File: config.mk
export PLATFORM = sky130hd
export DESIGN_NAME = updi_responder
export DESIGN_NICKNAME = d
export VERILOG_FILES = /design/src/rtl/updi_responder.sv
export SDC_FILE = /design/constraint.sdc
export NUM_CORES = 2
export LEC_CHECK = 0
export ABC_CLOCK_PERIOD_IN_PS = 4300
export BUFFER_PORTS_ARGS = -buffer_cell sky130_fd_sc_hd__buf_2
export CAP_MARGIN = 20
export CELL_PAD_IN_SITES_DETAIL_PLACEMENT = 2
export CELL_PAD_IN_SITES_GLOBAL_PLACEMENT = 2
export CORE_MARGIN = 3
export CORE_UTILIZATION = 51
export DETAILED_ROUTE_END_ITERATION = 8
export PLACE_DENSITY_LB_ADDON = 0.1
export SYNTH_ARGS = -nofsm -noshare
export SYNTH_HDL_FRONTEND = slang
export SYNTH_SLANG_ARGS = --single-unit
File: constraint.sdc
create_clock -name clk -period 4.3 [get_ports clk]
set_input_delay 0.215 -clock clk [delete_from_list [all_inputs] [get_ports clk]]
set_output_delay 0.215 -clock clk [all_outputs]
set_load 0.01 [all_outputs]
File: src/rtl/updi_responder.sv
//==============================================================================
// Module      : updi_responder
// Description : UPDI-style target responder: sync/opcode decode, LDS/STS memory
//               access and LDCS/STCS control-status access over byte FIFOs.
// Revision    : 1.0 - initial release
//==============================================================================
`default_nettype none

module updi_responder #(
    parameter int MEM_BYTES     = 256,
    parameter int MEM_ADDR_BITS = $clog2(MEM_BYTES)
) (
    input  logic       clk,
    input  logic       rst_n,
    input  logic [7:0] rx_fifo_data,
    input  logic       rx_fifo_empty,
    output logic       rx_fifo_rd_en,
    output logic [7:0] tx_fifo_data,
    output logic       tx_fifo_wr_en,
    input  logic       tx_fifo_full,
    output logic       busy,
    output logic       err
);

    typedef enum logic [2:0] {
        S_IDLE     = 3'd0,
        S_OPCODE   = 3'd1,
        S_ADDR     = 3'd2,
        S_ACK_ADDR = 3'd3,
        S_DATA_IN  = 3'd4,
        S_ACK_DATA = 3'd5,
        S_DATA_OUT = 3'd6,
        S_CS_DATA  = 3'd7
    } state_t;

    localparam logic [1:0] c_KIND_LDS  = 2'b00;
    localparam logic [1:0] c_KIND_STS  = 2'b01;
    localparam logic [1:0] c_KIND_LDCS = 2'b10;
    localparam logic [7:0] c_SYNC      = 8'h55;
    localparam logic [7:0] c_ACK       = 8'h40;

    state_t             r_state, w_state_nxt;
    logic               r_fetch, w_fetch_nxt;
    logic [1:0]         r_kind, w_kind_nxt;
    logic [1:0]         r_size_a, w_size_a_nxt;
    logic [1:0]         r_size_b, w_size_b_nxt;
    logic [1:0]         r_count, w_count_nxt;
    logic [15:0]        r_addr, w_addr_nxt;
    logic [3:0]         r_cs_addr, w_cs_addr_nxt;
    logic [7:0]         r_cs [16];
    logic [7:0]         r_mem [MEM_BYTES];
    logic               w_mem_we;
    logic               w_cs_we;
    logic               w_rx_state;
    logic [MEM_ADDR_BITS-1:0] w_idx;

    // The wire address is up to 16 bits; only its low bits select a byte.
    assign w_idx = MEM_ADDR_BITS'((32'(r_addr) + 32'(r_count)) % MEM_BYTES);

    assign busy = (r_state != S_IDLE);

    assign w_rx_state = (r_state == S_IDLE)    || (r_state == S_OPCODE) ||
                        (r_state == S_ADDR)    || (r_state == S_DATA_IN) ||
                        (r_state == S_CS_DATA);

    always_comb begin
        w_state_nxt   = r_state;
        w_fetch_nxt   = r_fetch;
        w_kind_nxt    = r_kind;
        w_size_a_nxt  = r_size_a;
        w_size_b_nxt  = r_size_b;
        w_count_nxt   = r_count;
        w_addr_nxt    = r_addr;
        w_cs_addr_nxt = r_cs_addr;
        w_mem_we      = 1'b0;
        w_cs_we       = 1'b0;
        rx_fifo_rd_en = 1'b0;
        tx_fifo_wr_en = 1'b0;
        tx_fifo_data  = 8'h00;
        err           = 1'b0;

        // Receive states alternate a pop cycle and a capture cycle.
        if (w_rx_state) begin
            if (!r_fetch) begin
                rx_fifo_rd_en = rst_n && !rx_fifo_empty;
                w_fetch_nxt   = !rx_fifo_empty;
            end else begin
                w_fetch_nxt = 1'b0;
            end
        end

        case (r_state)
            S_IDLE: begin
                if (r_fetch && rx_fifo_data == c_SYNC)
                    w_state_nxt = S_OPCODE;
            end
            S_OPCODE: begin
                if (r_fetch) begin
                    case (rx_fifo_data[7:5])
                        3'b000, 3'b010: begin
                            if (rx_fifo_data[3] || rx_fifo_data[1]) begin
                                err         = 1'b1;
                                w_state_nxt = S_IDLE;
                            end else begin
                                w_kind_nxt   = rx_fifo_data[7:6];
                                w_size_a_nxt = rx_fifo_data[3:2];
                                w_size_b_nxt = rx_fifo_data[1:0];
                                w_count_nxt  = 2'd0;
                                w_addr_nxt   = 16'h0000;
                                w_state_nxt  = S_ADDR;
                            end
                        end
                        3'b100: begin
                            w_kind_nxt    = c_KIND_LDCS;
                            w_cs_addr_nxt = rx_fifo_data[3:0];
                            w_count_nxt   = 2'd0;
                            w_state_nxt   = S_DATA_OUT;
                        end
                        3'b110: begin
                            w_kind_nxt    = rx_fifo_data[7:6];
                            w_cs_addr_nxt = rx_fifo_data[3:0];
                            w_state_nxt   = S_CS_DATA;
                        end
                        default: begin
                            err         = 1'b1;
                            w_state_nxt = S_IDLE;
                        end
                    endcase
                end
            end
            S_ADDR: begin
                if (r_fetch) begin
                    if (r_count == 2'd0)
                        w_addr_nxt[7:0] = rx_fifo_data;
                    else
                        w_addr_nxt[15:8] = rx_fifo_data;
                    if (r_count == r_size_a) begin
                        w_count_nxt = 2'd0;
                        w_state_nxt = (r_kind == c_KIND_STS) ? S_ACK_ADDR : S_DATA_OUT;
                    end else begin
                        w_count_nxt = r_count + 2'd1;
                    end
                end
            end
            S_ACK_ADDR: begin
                tx_fifo_data = c_ACK;
                if (!tx_fifo_full) begin
                    tx_fifo_wr_en = 1'b1;
                    w_state_nxt   = S_DATA_IN;
                end
            end
            S_DATA_IN: begin
                if (r_fetch) begin
                    w_mem_we = 1'b1;
                    if (r_count == r_size_b) begin
                        w_count_nxt = 2'd0;
                        w_state_nxt = S_ACK_DATA;
                    end else begin
                        w_count_nxt = r_count + 2'd1;
                    end
                end
            end
            S_ACK_DATA: begin
                tx_fifo_data = c_ACK;
                if (!tx_fifo_full) begin
                    tx_fifo_wr_en = 1'b1;
                    w_state_nxt   = S_IDLE;
                end
            end
            S_DATA_OUT: begin
                tx_fifo_data = (r_kind == c_KIND_LDCS) ? r_cs[r_cs_addr] : r_mem[w_idx];
                if (!tx_fifo_full) begin
                    tx_fifo_wr_en = 1'b1;
                    if (r_kind == c_KIND_LDCS || r_count == r_size_b) begin
                        w_count_nxt = 2'd0;
                        w_state_nxt = S_IDLE;
                    end else begin
                        w_count_nxt = r_count + 2'd1;
                    end
                end
            end
            S_CS_DATA: begin
                if (r_fetch) begin
                    w_cs_we     = 1'b1;
                    w_state_nxt = S_IDLE;
                end
            end
            default: w_state_nxt = S_IDLE;
        endcase
    end

    always_ff @(posedge clk or negedge rst_n) begin
        if (!rst_n) begin
            r_state   <= S_IDLE;
            r_fetch   <= 1'b0;
            r_kind    <= c_KIND_LDS;
            r_size_a  <= 2'd0;
            r_size_b  <= 2'd0;
            r_count   <= 2'd0;
            r_addr    <= 16'h0000;
            r_cs_addr <= 4'h0;
            for (int i = 0; i < 16; i++)
                r_cs[i] <= 8'h00;
        end else begin
            r_state   <= w_state_nxt;
            r_fetch   <= w_fetch_nxt;
            r_kind    <= w_kind_nxt;
            r_size_a  <= w_size_a_nxt;
            r_size_b  <= w_size_b_nxt;
            r_count   <= w_count_nxt;
            r_addr    <= w_addr_nxt;
            r_cs_addr <= w_cs_addr_nxt;
            if (w_cs_we)
                r_cs[r_cs_addr] <= rx_fifo_data;
        end
    end

    // Target memory deliberately has no reset so contents survive rst_n.
    always_ff @(posedge clk) begin
        if (w_mem_we)
            r_mem[w_idx] <= rx_fifo_data;
    end

endmodule

`default_nettype wire

==> summary.md, run 1 <==
| Metric | Value |
|---|---|
| Synth area leaders | edfxtp_1 71%, mux4_2 17%, dfrtp_1 4.4%, mux2_2 1.8%, nor2_1 1.4% |
| # port buffers | 23 |
| Ys async rst share | 6.91% |
| Dpl hpwl | 182 mm |
| Failing step | global routing (5_1_grt) |
| Post-DP Area | 91900 um2 |
| Worst_ep kind | top-level output |
| CTS Buf Count | 223 |
| Synth area leader | edfxtp_1 |
| Number of distinct library cells after synthesis | 77 |
| Initial Utilization | 51.6% |
| Post-synth EDFFs | 2048 |
| Post-synth top cells | 2048 x edfxtp_1, 642 x mux4_2, 320 x nor2_1 |
| Clock buffer depth | 3 |
| Share of the synthesized area in the top cell type | 70.9% |
| Root Buffer | clkbuf_16 |
| Top_reg_cell synth | edfxtp_1 |
| Pin count of the biggest net entering global routing | 179 |
| Chip width | 418 um |
| Seq/Total Area, Yosys | 75.3% |
| Flops & latches, synth | 2200 |
| CTS sink count | 2200 |
| Number of placement rows | 150 |
| Die Y-Extent | 418 um |
| Synth warnings | 0 |
| Synthesized area | 86700 um2 |
| Error | [ERROR DPL-0033] detailed placement checks failed during check placement. |
| H-tree Lvls | 4 |
| Most frequent cell after synthesis | edfxtp_1 |
| Syn Inst Count | 3972 |
| Syn Area/Cell | 21.8 um2 |
| Syn Nets | 3988 |
| Ports | 24 |
| Status | aborted with a tool error |
| Worst endpoint, post-GRT repair | tx_fifo_data[0] |
| Initial antenna violation count | 17 |
| Final RePlAce weighted congestion | 0.831 |
[kinds of logic after synthesis]
kind of cell / count (synthesis) / synth area share [%]
XOR/XNOR: 9 / 0.113
buffers and inverters: 250 / 1.55
flip-flops: 2200 / 75.3
adder cells (fa/ha/maj): 4 / 0.0664
AND/OR/NAND/NOR: 528 / 2.64
AO/OA/AOI/OAI: 199 / 1.81
multiplexers: 782 / 18.5
[per-stage QoR]
stage,std cells,setup WS [ns]
CTS,6792,-1.07
global placement,6312,-0.421
floorplan,3972,0.758
detailed placement,6312,-0.612
[timing repair]
| item | 4_1_cts |
|---|---|
| gates resized for setup | 123 |
| setup endpoints to repair | 272 |
| hold buffers | 13 |
| buffers inserted | 39 |
| cloned | 11 |
| hold endpoints to repair | 499 |
| pin swaps | 27 |
==> run 2: changes to the inputs <==
Settings changed: CELL_PAD_IN_SITES_DETAIL_PLACEMENT 2 to unset, CELL_PAD_IN_SITES_GLOBAL_PLACEMENT 2 to unset, CORE_UTILIZATION 51 to 40, PLACE_DENSITY_LB_ADDON 0.1 to 0.15.
==> run 2 against run 1 <==
Effect of this change:
- the flow now finishes, with violations (setup timing)
- synthesized area unchanged
- synthesized cell count unchanged
==> summary.md, run 2 <==
| Metric | Value |
|---|---|
| GRT Overall Usage | 20.7% |
| Crit path to | tx_fifo_data[5] |
| Clock-pin slew on the worst setup and hold paths | 0.06 ns |
| Crit path largest cell delay | 0.87 ns |
| Seq/Total Area, Yosys | 75.3% (unchanged) |
| Number of distinct library cells after synthesis | 77 (unchanged) |
| # port buffers | 23 (unchanged) |
| Routed WL | 229 mm |
| R2R Setup Slk | 0.31 ns |
| Final Hold Violating Endpoints | 0 |
| Root Buffer | clkbuf_16 (unchanged) |
| Worst setup SP type | register |
| Synth area leaders | edfxtp_1 71%, mux4_2 17%, dfrtp_1 4.4%, mux2_2 1.8%, nor2_1 1.4% (unchanged) |
| Non-Filler Instances | 7547 |
| Crit Path Category | reg -> out |
| Number of flip-flops under the largest register name | 2048 |
| Place WS | -0.542 ns (was -0.612 ns) |
| Crit path cell chain | ha_4, fa_4, buf_12, buf_16, mux4_2, mux4_2, o32a_1, nand4_1, buf_12, o31ai_4, buf_4, buf_2 |
| Slew margin rel. | 25.0% |
| Syn Area/Cell | 21.8 um2 (unchanged) |
| Crit path arrival time | 5.04 ns |
| Antenna viol nets, final | 0 |
| Chip width | 472 um (was 418 um) |
| Synth area leader | edfxtp_1 (unchanged) |
| Reg2Reg Depth | 9 |
| Syn Inst Count | 3972 (unchanged) |
| CP Data Required Time | 4.09 ns |
| Post-synth top cells | 2048 x edfxtp_1, 642 x mux4_2, 320 x nor2_1 (unchanged) |
| CP Max Fanout | 12 |
| Final RePlAce weighted congestion | 0.821 (was 0.831) |
| CTS Buf Count | 227 (was 223) |
| Ports | 24 (unchanged) |
| Initial DRC Count | 4264 |
| Final period util | 122% |
| Max-slew violations | 0 |
| Final Net Count | 4527 |
| Synthesized area | 86700 um2 (unchanged) |
| Die Footprint | 222000 um2 |
| RSZ-0062 raised after global routing | yes |
| Top_reg_cell synth | edfxtp_1 (unchanged) |
| First-pass GRT wire length | 330 mm |
| Clock buffer depth | 3 (unchanged) |
| Maxcap violations | 0 |
| CTS sink count | 2200 (unchanged) |
| Core area | 215000 um2 |
| Vias in the first global route | 43900 |
| Die Y-Extent | 472 um (was 418 um) |
| Initial antenna violation count | 6 |
| Area Growth Syn to Fin | 17.4% |
| DR pass1 iterations | 6 |
| Most frequent cell after synthesis | edfxtp_1 (unchanged) |
| Syn Nets | 3988 (unchanged) |
| Pin count of the biggest net entering global routing | 181 |
| Worst vdd ir | 0.000352 V |
| GR Overflow Total | 0 |
| Final setup viols | 8 |
| Synth warnings | 0 (unchanged) |
| Vias/cell | 5.63 |
| Residual DRC | 0 |
| Vias | 42500 |
| Stages on the worst setup path | 12 |
| Share of the synthesized area in the top cell type | 70.9% (unchanged) |
| Status | complete, but fails checks (was aborted with a tool error) |
| Reg2reg end | r_mem[203][7] |
| Largest reg by FF count | r_mem |
| Setup WS post-layout | -0.956 ns |
| Worst reg2reg path startpoint | r_count[1] |
| Top delay family on crit path | multiplexers |
| CTS tree | done |
| Failing checks | setup timing |
| Most common cell after layout, fill and taps aside | edfxtp_1 |
| P per Cell Area | 494 nW/um2 |
| Flops & latches, synth | 2200 (unchanged) |
| Crit path max-delay cell type | fa_4 |
| Layout cells sized above 1 | 36.1% |
| CP startpoint | r_addr[0] |
| Worst hold path class | in -> async |
| Worst skew pair latency | 0.87 ns |
| Worst-Margin Slew | 1.13 ns |
| Routed length per instance | 30.4 um |
| Post-synth EDFFs | 2048 (unchanged) |
| Ys async rst share | 6.91% (unchanged) |
| Placed insts | 7072 (was 6312) |
| Pleak | 32.3 nW |
| Number of placement rows | 170 (was 150) |
| Top Registers | r_mem x2048, r_cs x128, r_addr x8 |
| Tmin final | 5.26 ns |
| CP endpoint kind | output port |
| Clk_skew | 0.0506 ns |
| Worst path bufs/invs | 5 |
| Dpl hpwl | 143 mm (was 182 mm) |
| Most frequent cells in the layout | 2048 x edfxtp_1, 642 x mux4_2, 438 x buf_4, 318 x nor2_1, 228 x clkbuf_16 |
| FMAX | 190 MHz |
| H-tree Lvls | 4 (unchanged) |
| Initial Utilization | 40.3% (was 51.6%) |
==> run 2: cell counts after synthesis <==
No cell type changed its count.
==> run 2: stage by stage <==
stage / cell area, um2 / setup TNS (ns) / utilization (%) / hold WS [ns] / total power, mW
global route: 102000 / -7.90 / 47.3 / 0.172 / 52.1
finish: 102000 / -6.94 / 47.3 / 0.144 / 50.2
CTS: 102000 / -7.17 / 47.2 / 0.138 / 50.9
global placement: 93600 / -2.61 / 43.5 / 0.0995 / 31.5
detailed placement: 93600 / -2.50 / 43.5 / 0.102 / 31.5
floorplan: 86700 / 0 / - / -0.0806 / 28.7
==> run 2: area by class of cell <==
cell class / count / area [um2]
well taps: 2838 / 3550
clock inverters: 139 / 1370
fillers: 17800 / 113000
repair buffers: 553 / 5220
flip-flops and latches: 2200 / 65300
inverters: 7 / 26.3
clock buffers: 284 / 5890
multi-input cells: 1522 / 20400
diodes: 4 / 10.0
==> run 2: worst reg2reg max path, stage by stage (launching register included) <==
cell,delay (ns)
dfrtp_1,0.39
buf_4,0.18
ha_1,0.35
and3_4,0.18
o22a_1,0.46
buf_4,0.29
nor2_1,0.37
nand3_2,0.15
buf_4,0.31
nor2_1,0.91
==> run 2: per-layer routing <==
layer | vias to the layer above | global-route usage (%) | part of all wire, % | wire [um]
li1 | 17700 | - | - | -
met1 | 23300 | 30.2 | 44 | 101000
met2 | 1214 | 32.8 | 48 | 110000
met3 | 288 | 2.84 | 5.3 | 12200
met4 | 0 | 5.70 | 2.4 | 5610
met5 | - | 0 | 0 | 0
==> run 2: timing repair <==
item / 4_1_cts / 5_1_grt
cloned: 6 / 0
hold buffers: 12 / 0
hold endpoints to repair: 576 / 0
gates resized for setup: 53 / 11
setup buffers: 17 / 15
pin swaps: 7 / 6
endpoints found under the setup margin: 8 / 8
==> run 2: worst min path at each step <==
| stage | slack, ns | to | cells past startpoint |
|---|---|---|---|
| global route | 0.17 | r_cs[119] | 3 |
| global placement | 0.1 | r_cs[114] | 1 |
| floorplan | -0.08 | r_addr[0] | 0 |
| finish | 0.14 | r_cs[119] | 3 |
| detailed placement | 0.10 | r_cs[106] | 1 |
| CTS | 0.14 | r_cs[119] | 3 |
==> run 2: cell families after synthesis <==
logic type	share of synthesized area, %
AOI/OAI and AO/OA	1.81
xor gates and xnor gates	0.113
adders and majority gates	0.0664
buffers and inverters	1.55
DFF	75.3
muxes	18.5
and+or+nand+nor	2.64
==> run 2: power breakdown <==
group / total, mW / switching (mW) / internal (mW)
Clock: 19.2 / 8.32 / 10.9
Combinational: 7.25 / 3.78 / 3.47
Sequential: 23.8 / 0.197 / 23.6
Total: 50.2 / 12.3 / 37.9
No activity file was read; power rests on OpenSTA's default activity.
